==> config.mk <==
export PLATFORM = sky130hd
export DESIGN_NAME = mmio_bus_ctrl
export DESIGN_NICKNAME = d
export VERILOG_FILES = /design/src/rtl/mmio_bus_ctrl_pkg.sv /design/src/rtl/mmio_out_reg.sv /design/src/rtl/mmio_bus_ctrl.sv
export SDC_FILE = /design/constraint.sdc
export NUM_CORES = 1
export LEC_CHECK = 0
export CAP_MARGIN = 30
export CORE_AREA = 8 8 91 93
export DETAILED_ROUTE_END_ITERATION = 8
export DIE_AREA = 0 0 99 101
export GPL_ROUTABILITY_DRIVEN = 0
export PLACE_DENSITY = 0.89
export SLEW_MARGIN = 40
export SYNTH_ARGS = -nofsm -noshare
export SYNTH_HDL_FRONTEND = slang
export SYNTH_SLANG_ARGS = --single-unit
==> constraint.sdc <==
create_clock -name clk -period 1.6 [get_ports clk]
set_input_delay 0.32 -clock clk [delete_from_list [all_inputs] [get_ports clk]]
set_output_delay 0.32 -clock clk [all_outputs]
set_load 0.01 [all_outputs]
==> src/rtl/mmio_bus_ctrl_pkg.sv <==
// Shared types for the memory-mapped bus controller: region decode,
// output-register write modes and controller FSM states.
package mmio_pkg;

  typedef enum logic [1:0] {REG_RAM, REG_OUT, REG_IN, REG_NONE} region_e;

  // Output-register update mode, taken from the two low address bits
  typedef enum logic [1:0] {WM_WRITE, WM_SET, WM_CLR, WM_TGL} wmode_e;

  typedef enum logic {S_IDLE, S_RAM_WAIT} state_e;

endpackage

==> src/rtl/mmio_out_reg.sv <==
// One memory-mapped output register with write/set/clear/toggle update.
module mmio_out_reg
  import mmio_pkg::*;
#(
  parameter int DATA_W = 9
) (
  input  logic              clk,
  input  logic              reset,
  input  logic              we_i,
  input  wmode_e            mode_i,
  input  logic [DATA_W-1:0] wdata_i,
  output logic [DATA_W-1:0] q_o
);

  logic [DATA_W-1:0] q_q, q_d;

  always_comb begin
    q_d = q_q;
    if (we_i) begin
      case (mode_i)
        WM_WRITE: q_d = wdata_i;
        WM_SET:   q_d = q_q | wdata_i;
        WM_CLR:   q_d = q_q & ~wdata_i;
        WM_TGL:   q_d = q_q ^ wdata_i;
        default:  q_d = q_q;
      endcase
    end
  end

  always_ff @(posedge clk) begin
    if (reset) q_q <= '0;
    else       q_q <= q_d;
  end

  assign q_o = q_q;

endmodule

==> src/rtl/mmio_bus_ctrl.sv <==
// Memory-mapped bus controller: decodes RAM / output-register / input-port
// regions, sequences the one-cycle RAM read latency and flags bad accesses.
module mmio_bus_ctrl
  import mmio_pkg::*;
#(
  parameter int DATA_W  = 9,
  parameter int ADDR_W  = 9,
  parameter int SEL_W   = 2,
  parameter int RAM_AW  = 7,
  parameter int NUM_OUT = 2,
  parameter int IN_W    = 9
) (
  input  logic                      clk,
  input  logic                      reset,
  input  logic [ADDR_W-1:0]         cpu_addr,
  input  logic [DATA_W-1:0]         cpu_wdata,
  input  logic                      cpu_we,
  input  logic                      cpu_re,
  output logic                      cpu_ready,
  output logic [DATA_W-1:0]         cpu_rdata,
  output logic                      cpu_rvalid,
  output logic [RAM_AW-1:0]         ram_addr,
  output logic [DATA_W-1:0]         ram_wdata,
  output logic                      ram_we,
  input  logic [DATA_W-1:0]         ram_rdata,
  output logic [NUM_OUT*DATA_W-1:0] out_q,
  input  logic [IN_W-1:0]           in_data,
  output logic                      bus_err
);

  state_e            state_q, state_d;
  logic [DATA_W-1:0] rdata_q, rdata_d, reg_rd;
  logic              rvalid_q, rvalid_d;
  logic              err_q, err_d;
  logic [IN_W-1:0]   sync1_q, sync2_q;
  logic [SEL_W-1:0]  sel;
  region_e           region;
  logic              accept, wr_acc, rd_acc;
  logic [NUM_OUT-1:0] out_we;

  assign sel = cpu_addr[ADDR_W-1 -: SEL_W];

  always_comb begin
    region = REG_NONE;
    if (sel == '0)                           region = REG_RAM;
    else if (sel <= SEL_W'(NUM_OUT))         region = REG_OUT;
    else if (sel == SEL_W'(NUM_OUT + 1))     region = REG_IN;
  end

  assign cpu_ready = (state_q == S_IDLE);
  assign accept    = (cpu_we | cpu_re) & cpu_ready;
  // A simultaneous read+write is executed as the write
  assign wr_acc    = accept & cpu_we;
  assign rd_acc    = accept & ~cpu_we;

  assign ram_addr  = cpu_addr[RAM_AW-1:0];
  assign ram_wdata = cpu_wdata;
  assign ram_we    = wr_acc & (region == REG_RAM);

  for (genvar k = 0; k < NUM_OUT; k++) begin : g_out
    assign out_we[k] = wr_acc & (region == REG_OUT) & (sel == SEL_W'(k + 1));
    mmio_out_reg #(.DATA_W(DATA_W)) u_out (
      .clk    (clk),
      .reset  (reset),
      .we_i   (out_we[k]),
      .mode_i (wmode_e'(cpu_addr[1:0])),
      .wdata_i(cpu_wdata),
      .q_o    (out_q[k*DATA_W +: DATA_W])
    );
  end

  // Register-style read mux; unmapped selects fall through to zero
  always_comb begin
    reg_rd = '0;
    for (int k = 0; k < NUM_OUT; k++)
      if (sel == SEL_W'(k + 1)) reg_rd = out_q[k*DATA_W +: DATA_W];
    if (region == REG_IN) reg_rd = DATA_W'(sync2_q);
  end

  always_comb begin
    state_d  = state_q;
    rvalid_d = 1'b0;
    rdata_d  = rdata_q;
    err_d    = err_q;
    case (state_q)
      S_IDLE: begin
        if (rd_acc) begin
          if (region == REG_RAM) begin
            state_d = S_RAM_WAIT;
          end else begin
            rvalid_d = 1'b1;
            rdata_d  = reg_rd;
          end
        end
      end
      S_RAM_WAIT: begin
        state_d  = S_IDLE;
        rvalid_d = 1'b1;
        rdata_d  = ram_rdata;
      end
      default: state_d = S_IDLE;
    endcase
    if (accept & ((cpu_we & cpu_re) | (cpu_we & (region == REG_IN)) | (region == REG_NONE)))
      err_d = 1'b1;
  end

  always_ff @(posedge clk) begin
    if (reset) begin
      state_q  <= S_IDLE;
      rdata_q  <= '0;
      rvalid_q <= 1'b0;
      err_q    <= 1'b0;
      sync1_q  <= '0;
      sync2_q  <= '0;
    end else begin
      state_q  <= state_d;
      rdata_q  <= rdata_d;
      rvalid_q <= rvalid_d;
      err_q    <= err_d;
      sync1_q  <= in_data;
      sync2_q  <= sync1_q;
    end
  end

  assign cpu_rdata  = rdata_q;
  assign cpu_rvalid = rvalid_q;
  assign bus_err    = err_q;

endmodule

==> flow_summary.rst <==
.. list-table::
   :header-rows: 1

   * - Metric
     - Value
   * - Die outline area
     - roughly 10000 um2
   * - Maximum clock insertion buffer count
     - 2
   * - Beginning of the worst register-to-register path
     - state_q
   * - Worst-path maximum fanout
     - 5
   * - Final Cell Area
     - between 4000 and 5000 um2
   * - Number of global-route vias before repair
     - 2839
   * - Internal power of the cells
     - 1.925 mW
   * - Setup slack of the worst register-to-register path
     - 90 ps
   * - Clock net sink count
     - 48
   * - WHS Path Cells
     - 2
   * - Stages on worst setup path
     - 1
   * - RR Endpoint
     - g_out[1].u_out.q_o[1]
   * - Area Growth Syn to Fin
     - 30.13%
   * - Max IR drop VDD
     - 0.3546 mV
   * - Syn nets
     - 437
   * - Final worst clock skew
     - around 4.1 ps
   * - Mean routed wirelength per cell
     - between 15 and 20 um
   * - Post-synth cell types
     - 31
   * - Starting DRC count in detailed routing
     - approximately 200
   * - Number of buffers created by CTS
     - 5
   * - H-tree depth reported by CTS
     - 2
   * - Final design utilization
     - 0.6071
   * - Slew of the pin with the lowest slew margin
     - ~290 ps
   * - Net Switching
     - around 800 uW
   * - Minimum setup slack in the final design
     - about 31 ps
   * - Leading cell types in the layout, fill and taps excluded
     - sky130_fd_sc_hd__clkdlybuf4s50_1, sky130_fd_sc_hd__ha_1, sky130_fd_sc_hd__inv_1, sky130_fd_sc_hd__dfxtp_1, sky130_fd_sc_hd__nor2_1
   * - Max-slew violation total from the final report
     - 0
   * - Total length of routed wires
     - around 8.6 mm
   * - First drt pass iteration count
     - 4
   * - Post-layout power
     - roughly 2.7 mW
   * - Origin of the worst min-delay path
     - reset
   * - Pin count of the biggest net entering global routing
     - 46
   * - Global-route wire length before repair
     - 13.21 mm
   * - Worst min-delay path endpoint
     - cpu_rvalid
   * - Hold Violations, Final
     - 0
   * - Initial standard-cell utilization of the core
     - 0.4666
   * - Post-route clock period utilization
     - 0.9806
   * - Post-synthesis area per instance
     - 9.099 um2
   * - Post-synthesis sequential element count
     - 48
   * - Clock insertion delay at the later pin of the skew report
     - 300 ps
   * - Post-place setup slack
     - -592.1 ps
   * - Buf/Inv on CP
     - 1
   * - Cell with the largest stage delay on the worst path
     - sky130_fd_sc_hd__clkdlybuf4s50_1
   * - CP top delay family
     - buffers and inverters
   * - Residual antenna-violating net count after detailed routing
     - 0
   * - Post-Route Hold Slack
     - around 350 ps
   * - Arrival time of the worst setup path
     - roughly 1300 ps
   * - Kind of start point of the critical path
     - register
   * - Run status
     - finished clean
   * - Overall fraction of global-route tracks in use
     - 0.1622
   * - Diodes inserted
     - 0
   * - Share of power burned in combinational logic
     - 0.257
   * - Standby leakage power
     - ~1.9 nW
   * - Detailed Place HPWL
     - between 6 and 7 mm
   * - Number of placed cells counting well taps
     - ~490
   * - Cells along the critical path
     - clkdlybuf4s50_1
   * - Fraction of layout cells with a size suffix above 1
     - 0.1957
   * - Detail-routed via count per cell
     - between 5 and 6
   * - Clock-pin slew reported for the worst setup and hold paths after clock tree synthesis
     - roughly 90 ps
   * - Cells taking the most area after synthesis
     - sky130_fd_sc_hd__dfxtp_1, sky130_fd_sc_hd__ha_1, sky130_fd_sc_hd__mux2_2
   * - Nets
     - slightly below 500
   * - Sequential group share of total power
     - 0.480
   * - Count of maximum capacitance violations
     - 0
   * - Area leader, netlist
     - sky130_fd_sc_hd__dfxtp_1
   * - Post-Synthesis Cell Area
     - around 3200 um2
   * - Endpoint type of the worst setup path
     - output port
   * - Placed inst area
     - 4031 um2
   * - Area share of the largest cell type after synthesis
     - 0.2966
   * - Initial antenna violation count
     - 0
   * - DR vias
     - about 2800
   * - Floorplan core area
     - a little under 7000 um2
   * - Cell Count, Final, Fillers Out
     - 496
   * - Worst-case reg-to-reg path depth
     - 5
   * - Die height
     - slightly above 100 um
   * - Relative contribution of the clock network to total power
     - 0.262
   * - Final period demand of the worst path
     - ~1600 ps
   * - Remaining max-slew budget at the tightest pin
     - 0.8012
   * - Pwr Density
     - about 640 nW/um2
   * - Sum of negative setup slack
     - 0 ps
   * - Die boundary width
     - slightly below 100 um
   * - Syn Inst Count
     - around 360
   * - Total setup violations reported at the end of the flow
     - 0
   * - Data required time of the critical path
     - 1280 ps
   * - DR DRC count
     - 0
   * - Placement Rows
     - 31
   * - CTS Root Cell
     - sky130_fd_sc_hd__clkbuf_8
   * - Overall overflow remaining after global route
     - 0
   * - Most common library cell in the layout ignoring fill and taps
     - sky130_fd_sc_hd__clkdlybuf4s50_1
   * - Register area share after synthesis
     - 0.2966
   * - Count of boundary I/O pins
     - between 80 and 90
   * - Count of input and output buffers
     - between 70 and 80
   * - Synthesis Warnings
     - 0
   * - Crit Path Class
     - reg -> out
   * - Maximum cell stage delay along the critical path
     - 560 ps
   * - Fraction of power spent switching nets
     - 0.2884
   * - Peak clock frequency supported by timing
     - around 0.64 GHz
   * - Clock tree from TritonCTS
     - done
   * - Path category of the worst min-delay check
     - in -> reg
[synth_stat cells (all sizes together)]
library cell and number:
dfxtp 48, ha 41, inv 39, buf 35, nor2 31, nand2 27, a311oi 26, a211o 19
mux2 18, nor2b 18, a21oi 9, a221o 8, clkbuf 8, nand3b 8, nor3 8, and4b 3
a2111oi 1, and3 1, and3b 1, nand2b 1, nor3b 1, o21ai 1, o22ai 1, o41ai 1
or2 1, or4b 1
[sequential cells by signal, indices dropped and copies added, names as in the netlist]
name / cells
cpu_rvalid: 1
sync1_q: 9
sync2_q: 9
cpu_rdata: 9
bus_err: 1
state_q: 1
g_out.u_out.q_o: 18
[what timing repair did]
| item | CTS | global route |
|---|---|---|
| hold buffers | 0 | 0 |
| cloned | 0 | 1 |
| endpoints found under the setup margin | 58 | 27 |
| resized for setup | 38 | 23 |
| setup buffers | 0 | 0 |
| pin swaps | 0 | 1 |
[cell families (layout without fill, tap and decap cells)]
family	count (synthesis)	in the layout	share of synthesized area
multiplexers	18	18	0.06257
AO/OA/AOI/OAI	66	66	0.1885
buffers and inverters	82	140	0.1360
adder cells (fa/ha/maj)	41	41	0.1584
flip-flops	48	48	0.2966
AND/OR/NAND/NOR	101	101	0.1580
[power by group through the flow]
| stage | sequential, mW | combinational [mW] | clock, mW |
|---|---|---|---|
| 2_1_floorplan | 1.33 | 0.392 | 0 |
| 5_1_grt | 1.31 | 0.757 | 0.764 |
| 3_3_place_gp | 1.32 | 0.647 | 0 |
| 4_1_cts | 1.30 | 0.676 | 0.711 |
| 6_report | 1.30 | 0.697 | 0.710 |
| 3_5_place_dp | 1.32 | 0.685 | 0 |
[routing by layer]
metal	vias to the layer above	track usage	wire (um)
li1	1337	-	-
met1	1322	0.1617	3228
met2	103	0.3160	4636
met3	14	0.03729	545
met4	0	0.06257	157
met5	-	0	0
[cell type report]
class	count	area, um2
inverter	39	146.4
sequential	48	979.7
tap	82	102.6
fill	572	2728
timing repair buffer	94	1031
clock inverter	2	12.51
clock buffer	5	68.82
multi-input combinational	226	1874
[worst max-delay path by stage]
stage / start / end / slack [ps]
finish: g_out[0].u_out.q_o[2] / out_q[2] / 30
global route: cpu_addr[7] / cpu_rdata[1] / -30
CTS: g_out[1].u_out.q_o[7] / out_q[16] / 5
detailed placement: cpu_addr[8] / cpu_rdata[2] / -590
global placement: cpu_addr[7] / ram_we / -520
floorplan: cpu_addr[7] / cpu_rdata[8] / 140
No activity file was read; power rests on OpenSTA's default activity.
